`src/rtl/nds_dmac_pkg.sv`:
```
// Shared DMA channel types: APB writer state encoding, APB control
// bundle constants and beat-size helper used by reader and writer blocks.
package nds_dmac_pkg;

  typedef enum logic [2:0] {
    ST_IDLE   = 3'd0,
    ST_FETCH  = 3'd1,
    ST_SETUP  = 3'd2,
    ST_ACCESS = 3'd3,
    ST_DONE   = 3'd4
  } apbw_state_t;

  localparam int unsigned APBW_DATA_WIDTH = 32;
  localparam int unsigned APBW_BYTES = APBW_DATA_WIDTH / 8;

  typedef struct packed {
    logic psel;
    logic penable;
    logic pwrite;
  } apb_ctrl_t;

  localparam apb_ctrl_t APB_CTRL_IDLE   = 3'b000;
  localparam apb_ctrl_t APB_CTRL_SETUP  = 3'b101;
  localparam apb_ctrl_t APB_CTRL_ACCESS = 3'b111;

  function automatic int unsigned apbw_bytes(input int unsigned dw);
    return dw / 8;
  endfunction

endpackage

```
`src/rtl/nds_apbw_addr_gen.sv`:
```
// Beat address register and remaining-beat counter for the APB writer.
// Ports: load (base/count), step (advance one beat), addr, last (one left).
module nds_apbw_addr_gen #(
  parameter int ADDR_WIDTH = 32,
  parameter int CNT_WIDTH  = 16,
  parameter int STEP       = 4
) (
  input  logic                  clk,
  input  logic                  reset,
  input  logic                  load,
  input  logic                  step,
  input  logic [ADDR_WIDTH-1:0] load_addr,
  input  logic [CNT_WIDTH-1:0]  load_cnt,
  output logic [ADDR_WIDTH-1:0] addr,
  output logic                  last
);

  localparam logic [ADDR_WIDTH-1:0] STEP_A = ADDR_WIDTH'(STEP);
  localparam logic [CNT_WIDTH-1:0]  ONE    = CNT_WIDTH'(1);

  logic [ADDR_WIDTH-1:0] addr_q, addr_d;
  logic [CNT_WIDTH-1:0]  rem_q, rem_d;

  always_comb begin
    addr_d = addr_q;
    rem_d  = rem_q;
    if (load) begin
      addr_d = load_addr;
      rem_d  = load_cnt;
    end else if (step && rem_q != '0) begin
      // address wraps modulo 2^ADDR_WIDTH
      addr_d = addr_q + STEP_A;
      rem_d  = rem_q - ONE;
    end
  end

  always_ff @(posedge clk) begin
    if (reset) begin
      addr_q <= '0;
      rem_q  <= '0;
    end else begin
      addr_q <= addr_d;
      rem_q  <= rem_d;
    end
  end

  assign addr = addr_q;
  assign last = (rem_q == ONE);

endmodule

```
`src/rtl/nds_fifo_apb_writer.sv`:
```
// Drains a sync FIFO into APB writes at incrementing addresses.
// Ports: start/base_addr/beat_cnt cmd, busy/done/err status, FIFO pop, APB master.
module nds_fifo_apb_writer
  import nds_dmac_pkg::*;
#(
  parameter int DATA_WIDTH = 32,
  parameter int ADDR_WIDTH = 32,
  parameter int CNT_WIDTH  = 16
) (
  input  logic                  clk,
  input  logic                  reset,
  input  logic                  start,
  input  logic [ADDR_WIDTH-1:0] base_addr,
  input  logic [CNT_WIDTH-1:0]  beat_cnt,
  output logic                  busy,
  output logic                  done,
  output logic                  err,
  input  logic                  fifo_empty,
  output logic                  fifo_rd,
  input  logic [DATA_WIDTH-1:0] fifo_rd_data,
  output logic                  psel,
  output logic                  penable,
  output logic                  pwrite,
  output logic [ADDR_WIDTH-1:0] paddr,
  output logic [DATA_WIDTH-1:0] pwdata,
  input  logic                  pready,
  input  logic                  pslverr
);

  localparam int unsigned BYTES = apbw_bytes(DATA_WIDTH);

  apbw_state_t           state_q, state_d;
  apb_ctrl_t             ctrl_q, ctrl_d;
  logic                  busy_q, busy_d;
  logic                  done_q, done_d;
  logic                  err_q, err_d;
  logic [DATA_WIDTH-1:0] pwdata_q, pwdata_d;
  logic                  ag_load, ag_step, ag_last;
  logic [ADDR_WIDTH-1:0] ag_addr;

  nds_apbw_addr_gen #(
    .ADDR_WIDTH(ADDR_WIDTH),
    .CNT_WIDTH (CNT_WIDTH),
    .STEP      (int'(BYTES))
  ) u_addr_gen (
    .clk      (clk),
    .reset    (reset),
    .load     (ag_load),
    .step     (ag_step),
    .load_addr(base_addr),
    .load_cnt (beat_cnt),
    .addr     (ag_addr),
    .last     (ag_last)
  );

  always_comb begin
    state_d  = state_q;
    err_d    = err_q;
    pwdata_d = pwdata_q;
    ag_load  = 1'b0;
    ag_step  = 1'b0;
    fifo_rd  = 1'b0;
    unique case (state_q)
      ST_IDLE: begin
        if (start) begin
          ag_load = 1'b1;
          err_d   = 1'b0;
          state_d = (beat_cnt == '0) ? ST_DONE : ST_FETCH;
        end
      end
      ST_FETCH: begin
        if (!fifo_empty) begin
          fifo_rd  = 1'b1;
          pwdata_d = fifo_rd_data;
          state_d  = ST_SETUP;
        end
      end
      ST_SETUP: state_d = ST_ACCESS;
      ST_ACCESS: begin
        if (pready) begin
          if (pslverr) begin
            err_d   = 1'b1;
            state_d = ST_DONE;
          end else if (ag_last) begin
            state_d = ST_DONE;
          end else begin
            ag_step = 1'b1;
            // pop the next word now to keep beats back-to-back
            if (!fifo_empty) begin
              fifo_rd  = 1'b1;
              pwdata_d = fifo_rd_data;
              state_d  = ST_SETUP;
            end else begin
              state_d = ST_FETCH;
            end
          end
        end
      end
      ST_DONE: state_d = ST_IDLE;
      default: state_d = ST_IDLE;
    endcase
    // a pop during reset would drop a word nobody writes
    if (reset) fifo_rd = 1'b0;
  end

  always_comb begin
    ctrl_d = APB_CTRL_IDLE;
    if (state_d == ST_SETUP) ctrl_d = APB_CTRL_SETUP;
    if (state_d == ST_ACCESS) ctrl_d = APB_CTRL_ACCESS;
    busy_d = (state_d != ST_IDLE);
    done_d = (state_d == ST_DONE);
  end

  always_ff @(posedge clk) begin
    if (reset) begin
      state_q  <= ST_IDLE;
      ctrl_q   <= APB_CTRL_IDLE;
      busy_q   <= 1'b0;
      done_q   <= 1'b0;
      err_q    <= 1'b0;
      pwdata_q <= '0;
    end else begin
      state_q  <= state_d;
      ctrl_q   <= ctrl_d;
      busy_q   <= busy_d;
      done_q   <= done_d;
      err_q    <= err_d;
      pwdata_q <= pwdata_d;
    end
  end

  assign busy    = busy_q;
  assign done    = done_q;
  assign err     = err_q;
  assign psel    = ctrl_q.psel;
  assign penable = ctrl_q.penable;
  assign pwrite  = ctrl_q.pwrite;
  assign paddr   = ag_addr;
  assign pwdata  = pwdata_q;

endmodule

```
`config.mk`:
```
export PLATFORM = sky130hd
export DESIGN_NAME = nds_fifo_apb_writer
export DESIGN_NICKNAME = d
export VERILOG_FILES = /design/src/rtl/nds_dmac_pkg.sv /design/src/rtl/nds_apbw_addr_gen.sv /design/src/rtl/nds_fifo_apb_writer.sv
export SDC_FILE = /design/constraint.sdc
export NUM_CORES = 1
export LEC_CHECK = 0
export ABC_CLOCK_PERIOD_IN_PS = 2300
export CAP_MARGIN = 40
export CORE_ASPECT_RATIO = 2
export CORE_MARGIN = 8
export CORE_UTILIZATION = 48
export CTS_BUF_LIST = sky130_fd_sc_hd__clkbuf_4 sky130_fd_sc_hd__clkbuf_8
export DETAILED_ROUTE_END_ITERATION = 7
export PLACE_DENSITY = 0.92
export REMOVE_ABC_BUFFERS = 1
export SETUP_SLACK_MARGIN = 0.3
export SYNTH_ARGS = -nofsm -noshare
export SYNTH_HDL_FRONTEND = slang
export SYNTH_SLANG_ARGS = --single-unit
```
`constraint.sdc`:
```
create_clock -name clk -period 2.3 [get_ports clk]
set_input_delay 0.46 -clock clk [delete_from_list [all_inputs] [get_ports clk]]
set_output_delay 0.46 -clock clk [all_outputs]
set_load 0.01 [all_outputs]
```
==> impl_metrics.py <==
metrics = {
    "synth": {
        "avgSynthCellArea_um2": 8.58,
        "synth_edf_count": 0,
        "ys_seq_area_share_pct": 37.5,
        "netlist_area_um2": 4700,
        "ys_ff_latch": 88,
        "netlist_instances": 548,
        "synth_ff_type": "dfxtp_1",
        "yosys_warnings": 0,
        "synth_cell_types": 66,
        "async_flop_share_pct": 0,
    },
    "grt": {
        "gr-usage-met3_pct": 5.96,
        "grt_start_max_net_pins": 71,
        "gr-max-usage-layer": "met2",
        "grt_pass1_wl_mm": 29.4,
        "grtUsageMet2_pct": 48.2,
        "grt_pass1_vias": 5701,
        "grt.total_usage_pct": 27.5,
        "antenna_found_initial": 0,
        "overflow": 0,
        "use_met1_pct": 28.3,
    },
    "timing": {
        "max_freq_mhz": 461,
        "fin_crit_sh_pct": 94.3,
        "setup_ws_ns": 0.132,
        "maxSlewViolCount": 0,
        "finalSetupViolCount": 0,
        "fin_worst_skew_ns": 0.0122,
        "slew_headroom_pct": 57.8,
        "tns_ns": 0,
        "worst_pin_slew_ns": 0.632,
        "hold-worst-slack_ns": 0.480,
        "fin_crit_ns": 2.17,
        "hold_viol": 0,
        "rsz0062_at_grt": "yes",
    },
    "worst_hold_path": {
        "min_from": "pwdata[20]",
        "worstHoldEndpoint": "pwdata[20]",
        "hold_depth": 2,
        "hp-class": "flip-flop to flip-flop",
    },
    "cts": {
        "cts.sinks": 88,
        "cts_hold_buf": 0,
        "clockBufferDepth": 2,
        "cts_tree": "yes",
        "cts_root_buf": "clkbuf_8",
        "clkTransAtPathRegs_ns": 0.10,
        "htreeDepth": 3,
        "cts_made_buffers": 9,
        "clk_latency_ns": 0.39,
    },
    "floorplanning": {
        "io_pins": 157,
        "fp.dieH_um": 156,
        "rows": 51,
        "fp.dieW_um": 86.0,
        "start_util_pct": 48.8,
        "die-area_um2": 13400,
        "core_um2": 9640,
    },
    "place": {
        "placed_cell_area_um2": 6670,
        "pre_cts_ws_ns": -0.384,
        "portBuffers": 156,
        "place_congestion": 0.884,
        "dp.cells": 842,
        "hpwlAfterDp_mm": 12.2,
    },
    "flow_run": {
        "cap_viol_max_count": 0,
    },
    "routing": {
        "vias_per_cell": 6.81,
        "wl_per_cell_um": 25.5,
        "drtIter0Drc": 809,
        "remaining_drc_errors": 0,
        "wl_mm": 22.6,
        "dr.pass1.iters": 5,
        "antenna_left": 0,
        "vias": 6023,
    },
    "cells_and_area": {
        "final_area_um2": 7460,
        "final_cells": 884,
        "antenna_cells": 0,
        "fin_nets": 837,
        "layout-drive-gt1-share_pct": 27.4,
        "area_growth_pct": 58.8,
    },
    "power": {
        "p_sw_share_pct": 34.3,
        "leakagePower_nw": 2.62,
        "seq_power_share_pct": 42.1,
        "power_density_nw_per_um2": 576,
        "p_int_mw": 2.82,
        "clkPwrFrac_pct": 27.2,
        "p_sw_mw": 1.47,
        "comb_power_share_pct": 30.7,
        "peakVddDrop_uv": 357,
    },
    "worst_setup_path": {
        "r2r_slack_ns": 0.13,
        "crit_fanout": 9,
        "crit_arrival_ns": 2.47,
        "path_class": "flip-flop to flip-flop",
        "worst_r2r_path_depth": 7,
        "worstPathRequired_ns": 2.61,
        "cp-end-kind": "flip-flop",
        "cp-start-kind": "flip-flop",
        "rr_startpoint": "u_addr_gen.rem_q[5]",
        "worstReg2RegEnd": "u_addr_gen.rem_q[9]",
    },
    "status": {
        "outcome": "completed",
    },
}
## logic make-up after synthesis
kind of cell    count (synthesis)  synth area share [%]
compound gates                191                  29.3
xor+xnor                        6                  1.12
fa+ha+maj                       4                  1.07
buf+inv                        49                  4.39
flops                          88                  37.5
mux                            15                  3.27
simple gates                  195                  23.4
## per-stage QoR
stage	power, mW	utilization (%)
finish	4.29	77.4
global route	4.40	77.4
CTS	4.04	73.9
detailed placement	2.84	69.2
global placement	2.80	69.2
floorplan	2.25	-
## Yosys cell counts (4+ instances only)
cell / count / area (um2)
dfxtp_1: 88 / 1760
nand2_1: 51 / 191
a21oi_1: 50 / 250
nand3_1: 44 / 220
a21bo_2: 33 / 330
clkbuf_1: 26 / 97.6
a31oi_1: 21 / 131
nor2_1: 20 / 75.1
o21ai_0: 18 / 90.1
mux2i_1: 12 / 120
inv_1: 10 / 37.5
or4_1: 10 / 75.1
buf_2: 9 / 45.0
nand4_1: 9 / 56.3
nor4_1: 9 / 56.3
or3_1: 8 / 50.1
o211ai_1: 7 / 52.6
o311ai_0: 7 / 61.3
a211oi_1: 6 / 45.0
and4_1: 6 / 52.6
nor3_1: 6 / 30.0
o22ai_1: 6 / 37.5
o31ai_1: 6 / 45.0
a22oi_1: 4 / 30.0
ha_1: 4 / 50.1
nor2b_1: 4 / 25.0
o21a_1: 4 / 30.0
o2bb2ai_1: 4 / 35.0
or2_2: 4 / 25.0
xnor2_1: 4 / 35.0
## registers in the layout, indices dropped and copies added, names as in the netlist, 3 cells and up
name and cells:
state_q 3, pwdata 32, u_addr_gen.rem_q 16, u_addr_gen.addr 32
## per-layer routing
metal,vias to the layer above,part of all wire [%],routed length (um)
met2,556,48,10900
met1,2807,33,7330
met5,-,0,0
met4,0,7.4,1670
met3,184,12,2610
li1,2476,-,-
## critical path, cell delays in order, from the launching register on
cell and delay (ns):
dfxtp_2 0.36, nor4_4 0.41, o21ai_2 0.13, buf_4 0.17, o21ai_4 0.31, buf_4 0.23
o311ai_0 0.21, a31oi_1 0.26
## cell type report
type,count,area (um2)
multi-input combinational,411,3070
fill,512,2170
sequential,88,1800
timing repair buffer,227,2190
inverter,10,40.0
clock inverter,7,80.1
clock buffer,9,124
tap,132,165
## cell usage in the layout, fill, tap and decap left out, types with 8 or more instances in the layout
master,n
dfxtp_1,67
nand2_1,49
nand4_1,9
nand3_1,41
buf_4,60
a21bo_2,33
mux2i_1,11
inv_1,8
clkdlybuf4s50_1,151
dfxtp_2,17
nor2_1,19
o21ai_0,15
a21oi_1,46
or4_1,8
a31oi_1,20
clkbuf_8,10
## timing repair
action                                  in CTS  in global routing
resized for setup                           53                 52
cloned                                       0                  2
pin swaps                                   13                 22
setup buffers                               15                  9
endpoints found under the setup margin      75                 78
## worst max-delay path by stage
stage	startpoint	endpoint	slack [ns]	cells past startpoint
finish	u_addr_gen.rem_q[5]	u_addr_gen.rem_q[9]	0.13	7
global route	u_addr_gen.rem_q[15]	fifo_rd	0.1	5
CTS	u_addr_gen.rem_q[2]	fifo_rd	0.21	5
detailed placement	fifo_empty	fifo_rd	-0.38	7
global placement	fifo_empty	fifo_rd	-0.30	7
floorplan	u_addr_gen.rem_q[11]	fifo_rd	-1.69	4
## power groups by stage
stage / clock network [mW] / registers [mW] / logic (mW)
floorplan: 0 / 1.82 / 0.425
global placement: 0 / 1.79 / 1.01
detailed placement: 0 / 1.80 / 1.04
CTS: 1.13 / 1.78 / 1.13
global route: 1.21 / 1.82 / 1.37
finish: 1.17 / 1.81 / 1.32
Note: power is estimated with default switching activity, not from simulation.
